[config.mk]
export PLATFORM = sky130hd
export DESIGN_NAME = ram_clr_par
export DESIGN_NICKNAME = d
export VERILOG_FILES = /design/src/rtl/ram_clr_par.sv
export SDC_FILE = /design/constraint.sdc
export NUM_CORES = 1
export LEC_CHECK = 0
export ABC_CLOCK_PERIOD_IN_PS = 1480
export CAP_MARGIN = 20
export CORE_ASPECT_RATIO = 1.75
export CORE_MARGIN = 2
export CORE_UTILIZATION = 54
export CTS_CLUSTER_DIAMETER = 200
export DETAILED_ROUTE_END_ITERATION = 16
export PLACE_DENSITY = 0.76
export SYNTH_ARGS = -nofsm -noshare
export SYNTH_HDL_FRONTEND = slang
export SYNTH_SLANG_ARGS = --single-unit
[constraint.sdc]
create_clock -name clk -period 1.48 [get_ports clk]
set_input_delay 0.296 -clock clk [delete_from_list [all_inputs] [get_ports clk]]
set_output_delay 0.296 -clock clk [all_outputs]
set_load 0.005 [all_outputs]
[src/rtl/ram_clr_par.sv]
// rtl/ram_clr_par.sv - parametrised scratch RAM with clear sequencer and heartbeat divider
// Array is zeroed by a one-word-per-cycle sweep after reset or on clr; accesses are refused while sweeping.
module ram_clr_par #(
  parameter int DW       = 4,
  parameter int AW       = 4,
  parameter int RDW_MODE = 0,
  parameter int DIV_W    = 28,
  parameter int LED_BIT  = 24
) (
  input  logic          clk,
  input  logic          rst,
  input  logic          wr,
  input  logic          rd,
  input  logic [AW-1:0] addr,
  input  logic [DW-1:0] data,
  output logic [DW-1:0] q,
  output logic          q_valid,
  output logic          busy,
  output logic          err,
  input  logic          clr,
  output logic          led
);

  typedef enum logic {CLEAR, READY} state_t;

  state_t           state_q, state_d;
  logic [AW-1:0]    cnt_q, cnt_d;
  logic [DW-1:0]    q_q, q_d;
  logic             q_valid_q, q_valid_d;
  logic             err_q, err_d;
  logic [DIV_W-1:0] div_q;

  logic [DW-1:0]    mem [0:(1<<AW)-1];
  logic             mem_we;
  logic [AW-1:0]    mem_waddr;
  logic [DW-1:0]    mem_wdata;

  always_comb begin
    state_d   = state_q;
    cnt_d     = cnt_q;
    q_d       = q_q;
    q_valid_d = 1'b0;
    err_d     = 1'b0;
    mem_we    = 1'b0;
    mem_waddr = addr;
    mem_wdata = data;
    case (state_q)
      CLEAR: begin
        mem_we    = 1'b1;
        mem_waddr = cnt_q;
        mem_wdata = '0;
        cnt_d     = cnt_q + 1'b1;
        err_d     = wr | rd;
        if (cnt_q == '1) state_d = READY;
      end
      READY: begin
        mem_we = wr;
        if (rd) begin
          q_valid_d = 1'b1;
          // mem read is combinational, so it still returns the pre-write word here
          q_d = ((RDW_MODE != 0) && wr) ? data : mem[addr];
        end
        if (clr) begin
          state_d = CLEAR;
          cnt_d   = '0;
        end
      end
      default: state_d = CLEAR;
    endcase
  end

  always_ff @(posedge clk or negedge rst) begin
    if (!rst) begin
      state_q   <= CLEAR;
      cnt_q     <= '0;
      q_q       <= '0;
      q_valid_q <= 1'b0;
      err_q     <= 1'b0;
      div_q     <= '0;
    end else begin
      state_q   <= state_d;
      cnt_q     <= cnt_d;
      q_q       <= q_d;
      q_valid_q <= q_valid_d;
      err_q     <= err_d;
      div_q     <= div_q + 1'b1;
    end
  end

  always_ff @(posedge clk) begin
    if (mem_we) mem[mem_waddr] <= mem_wdata;
  end

  assign q       = q_q;
  assign q_valid = q_valid_q;
  assign err     = err_q;
  assign busy    = (state_q == CLEAR);
  assign led     = div_q[LED_BIT];

endmodule
# Yosys cells after proc, flatten, opt, wreduce, memory -nomap -nowiden
# Memories as Yosys holds them, arrays and structs flattened. A register that Yosys moved wholly into a read port is not among the register bits.
# Cells that the tools add are included.
op_classes:
  bitwise: 2
  reduce_logical: 2
  addsub: 2
  muxes: 13
  eq_ne: 2
op_table:
  columns: ["cell", "count"]
  rows:
  - ["28-bit by 1-bit adder with 28-bit output (second input constant)", 1]
  - ["4-bit 2-to-1 mux", 3]
  - ["4-bit case mux with 2 select lines", 1]
  - ["1-bit 2-to-1 mux", 7]
  - ["4-bit by 1-bit adder with 4-bit output (second input constant)", 1]
  - ["4-bit == test (second input constant)", 1]
  - ["1-bit case mux with 2 select lines", 2]
  - ["2-bit != test (second input constant)", 1]
  - ["2-bit AND reduction", 1]
  - ["1-bit logical NOT", 1]
  - ["1-bit NOT", 1]
  - ["1-bit OR", 1]
totals:
  mem_bits_rw: 64
  reg_bits: 35
  memories: 1
mem_list:
  columns: ["memory", "words", "word_bits", "rd", "rd_ports_with_merged_regs", "wr", "line", "text"]
  rows:
  - ["mem", 16, 4, 1, 1, 1, "33", "logic [DW-1:0] mem [0:(1<<AW)-1];"]

# Depth between registers and ports, before layout
logic_depth:
  depth_word: 4
  mapped_depth: 6

# Worst setup path after synthesis
# Ideal clock, no wire load.
synth_timing:
  path_type: "input to register"
  start: "input port addr[0]"
  end: "memory mem[1][0], enable pin"
  setup_slack_ps: -62
  arrival_ps: 1212
  required_ps: 1151
  path_buffers: 2
  path_stages: 5
  path_cell_list: "buf_2 buf_2 nor2b_1 a21oi_1 nor2_1"
synth_via:
  elab_chain_len: 1
synth_rtl:
  columns: ["element", "line", "text"]
  rows:
  - ["start: declaration", "14", "input logic [AW-1:0] addr,"]
  - ["4-bit 2-to-1 mux", "47", "case (state_q)"]
  - ["end: declaration", "33", null]
# No other way between the ends.

# Worst setup path in the final report
layout_timing:
  start: "register state_q"
  end: "memory mem[7][2], enable pin"
layout_via:
  elab_chain_len: 4
layout_rtl:
  columns: ["element", "line", "text"]
  rows:
  - ["start: declaration", "26", "state_t state_q, state_d;"]
  - ["start signal: assignment", "81", "state_q <= state_d;"]
  - ["1-bit NOT", null, null]
  - ["1-bit case mux with 2 select lines", "47", null]
  - ["1-bit 2-to-1 mux", "91", "if (mem_we) mem[mem_waddr] <= mem_wdata;"]
  - ["1-bit 2-to-1 mux (not written as such)", "91", null]
# Parallel ways exist; a longest one is shown, timed or not.

==> run_results.csv <==
group,metric,value,unit
power_and_ir_drop,p_int,6.16,mW
logic_synthesis,synth_edf_count,64,
die,rows,42,
clock_tree,htree_levels,3,
die,die_h,121,um
logic_synthesis,synth_top_area_share,45.6,%
timing,rsz0062_at_grt,"true",
power_and_ir_drop,swShare,32.4,%
cells_and_area,post-route-cell-area,5720,um^2
clock_tree,cts_sinks,100,
die,die_x,70.8,um
timing,fin_skew,0.00604,ns
grt,grt-ovfl-total,0,
cells_and_area,layout.nets,376,
logic_synthesis,synth_seq_area_share,67.0,%
worst_setup_path,worstPathRequired,1.54,ns
cells_and_area,nFillCells,434,
die,core,7570,um^2
grt,grt_max_degree,37,
clock_tree,clkTransAtPathRegs,0.07,ns
route,vias,2683,
die,floorplan.initialDensity,55.6,%
route,via_per_inst,5.91,
cells_and_area,num_antenna_cells,0,
route,drc_errors,0,
outcome,status,"finished with violations",
worst_setup_path,critPathCaptureType,"flip-flop",
grt,grt_usage,23.8,%
logic_synthesis,synth_area_leaders,"edfxtp_1 (46%), dfrtp_1 (21%), mux4_1 (4.4%)",
timing,timing.final.ws_setup,-0.0763,ns
place,dp_hpwl,5.78,mm
logic_synthesis,synth_top_area_cell,"edfxtp_1",
worst_setup_path,crit_type,"flip-flop to flip-flop",
power_and_ir_drop,clkPwrFrac,25.0,%
logic_synthesis,synth_top_flop_cell,"edfxtp_1",
logic_synthesis,synth_fp_nets,294,
clock_tree,hold_buffers,0,
cells_and_area,drive_gt1_share,41.3,%
logic_synthesis,yosysUniqueCellTypes,39,
power_and_ir_drop,pwr-share-comb,32.3,%
timing,fmax,643,MHz
power_and_ir_drop,irDropWorstVdd,0.000909,V
timing,setup_violations,43,
logic_synthesis,synth_cells,279,
die,pin_count,21,
logic_synthesis,ys_seq_elements,100,
place,dp_slack,-0.636,ns
timing,min_period,1.56,ns
grt,grt_pass1_vias,2921,
logic_synthesis,synth-compound-area-share,3.54,%
place,dpl-instance-area,4900,um^2
place,portBuffers,20,
logic_synthesis,synth_commonest_cells,"edfxtp_1 (64), dfrtp_1 (36), nor2_1 (31)",
route,top_layer,"met4",
power_and_ir_drop,seq_power_share,42.7,%
grt,grt_pass1_wl,14.9,mm
clock_tree,cts_buffers,9,
route,wl_met3,398,um
outcome,violations,"setup timing",
power_and_ir_drop,p_switching,2.96,mW
clock_tree,cts_root_buf,"clkbuf_16",
timing,tightest_slew,0.450,ns
logic_synthesis,yosys_warnings,0,
logic_synthesis,synth-simple-area-share,11.5,%
power_and_ir_drop,power.leakage,2.24,nW
grt,antenna_found_initial,0,
logic_synthesis,synth_area_per_cell,15.1,um^2
route,dr_wl_met2,5.37,mm
cells_and_area,area_growth,35.8,%
logic_synthesis,synthAdderAreaFrac,0.594,%
worst_setup_path,arrival,1.61,ns
logic_synthesis,muxShareOfSynthArea,10.2,%
clock_tree,cts_tree,"done",
logic_synthesis,async_flop_share,36.0,%
timing,hold_violations,0,
timing,slew_headroom,70.0,%
power_and_ir_drop,cellPowerDensity,1590,nW/um^2
route,met1_length,3.54,mm
logic_synthesis,netlist_area,4210,um^2
timing,hold_slack,0.316,ns
hold_path,hp-class,"primary input to async pin",
timing,period_share,105,%
place,routabilityCongestion,0.805,
logic_synthesis,synth_top_family_by_area,"simple AND/OR/NAND/NOR gates",
timing,drv_slew,0,
clock_tree,clock_latency,0.35,ns
worst_setup_path,cp_max_fo,5,
route,wire_per_inst,21.5,um
die,dieArea,8550,um^2
route,antenna_left,0,
route,dr.pass1.iters,4,
worst_setup_path,start_kind,"flip-flop",
route,drtIter0Drc,220,
route,routed_wl,9.75,mm
flow_run,cap_violations,0,
clock_tree,cts_max_path_buffers,2,
logic_synthesis,synth_most_common_cell,"edfxtp_1",
logic_synthesis,synth_xor_area_share,5.20,%
## repair_timing
item,4_1_cts,5_1_grt
pin swaps,16,15
resized for setup,72,31
endpoints found under the setup margin,81,85
endpoints found under the hold margin,0,0
buffers inserted,12,7
cloned,1,0
## state kept, by name, summed over array words and instances, names as in the netlist
register,count
cnt_q,4
div_q,25
q_valid,1
q,4
mem,64
err,1
state_q,1
## metal layers
layer | global-route usage [%] | up-vias
met4 | 15.0 | 0
li1 | - | 1207
met2 | 41.8 | 90
met5 | 0 | -
met1 | 25.6 | 1352
met3 | 4.58 | 34
## power by group through the flow
stage / logic, mW / registers [mW] / clock network (mW)
2_1_floorplan: 1.04 / 3.78 / 0
3_3_place_gp: 1.84 / 3.84 / 0
3_5_place_dp: 1.88 / 3.86 / 0
4_1_cts: 2.43 / 3.85 / 2.30
5_1_grt: 3.11 / 3.93 / 2.40
6_report: 2.95 / 3.89 / 2.28
## layout make-up
class,instances,area (um^2),share of cell area (%)
multi-input combinational,162,1670,29.2
tap,88,110,1.93
clock buffer,9,225,3.94
inverter,4,17.5,0.306
sequential,100,2830,49.4
clock inverter,7,67.6,1.18
timing repair buffer,84,803,14.0
## kinds of logic (layout without fill, tap and decap cells)
group           Yosys count  count (layout)
fa+ha+maj                 2               2
flops                   100             100
compound gates           21              21
simple gates             92              92
mux                      22              22
buf+inv                  17             104
xor+xnor                 25              25
## worst max-delay path, stage by stage, from the launching register on
cell and delay (ns):
dfrtp_1 0.41, buf_6 0.16, inv_4 0.06, buf_6 0.10, buf_6 0.11, a31oi_4 0.09
buf_12 0.16, nor2_4 0.16
## worst paths after layout
path	start	to	slack (ns)	cells after the start
hold reg to reg	div_q[6]	div_q[6]	0.49	1
setup reg to reg	state_q	mem[7][2]	-0.08	7
hold / removal	rst	div_q[6]	0.32	2
setup / recovery	state_q	mem[7][2]	-0.08	7
max in group asynchronous	rst	cnt_q[3]	0.97	2
min in group clk	div_q[6]	div_q[6]	0.49	1
## stage by stage
step                instances  utilization (%)  total power [mW]  TNS (ns)
floorplan                 279                -              4.82    -0.389
global placement          425             64.8              5.68    -34.97
detailed placement        425             64.8              5.74    -36.10
CTS                       447             73.1              8.58    -0.494
global route              454             75.6              9.45     -4.67
finish                    454             75.6              9.12     -1.55
## placed cells by master (no fill, tap or decap), types with 3 or more instances in the layout
master	count
edfxtp_1	64
buf_4	47
dfrtp_1	33
nor2_4	18
xnor2_1	16
nand2_1	13
nor2_1	12
nand3_1	10
buf_6	10
mux4_2	9
clkbuf_16	9
xor2_1	8
dlygate4sd2_1	8
clkdlybuf4s50_1	8
mux2i_1	6
nand4_1	5
o22ai_1	5
mux4_1	5
buf_12	5
and2_2	4
nand2_2	3
inv_1	3
a21oi_2	3
inv_6	3
dfrtp_2	3
Power figures use the tool's default switching activity.
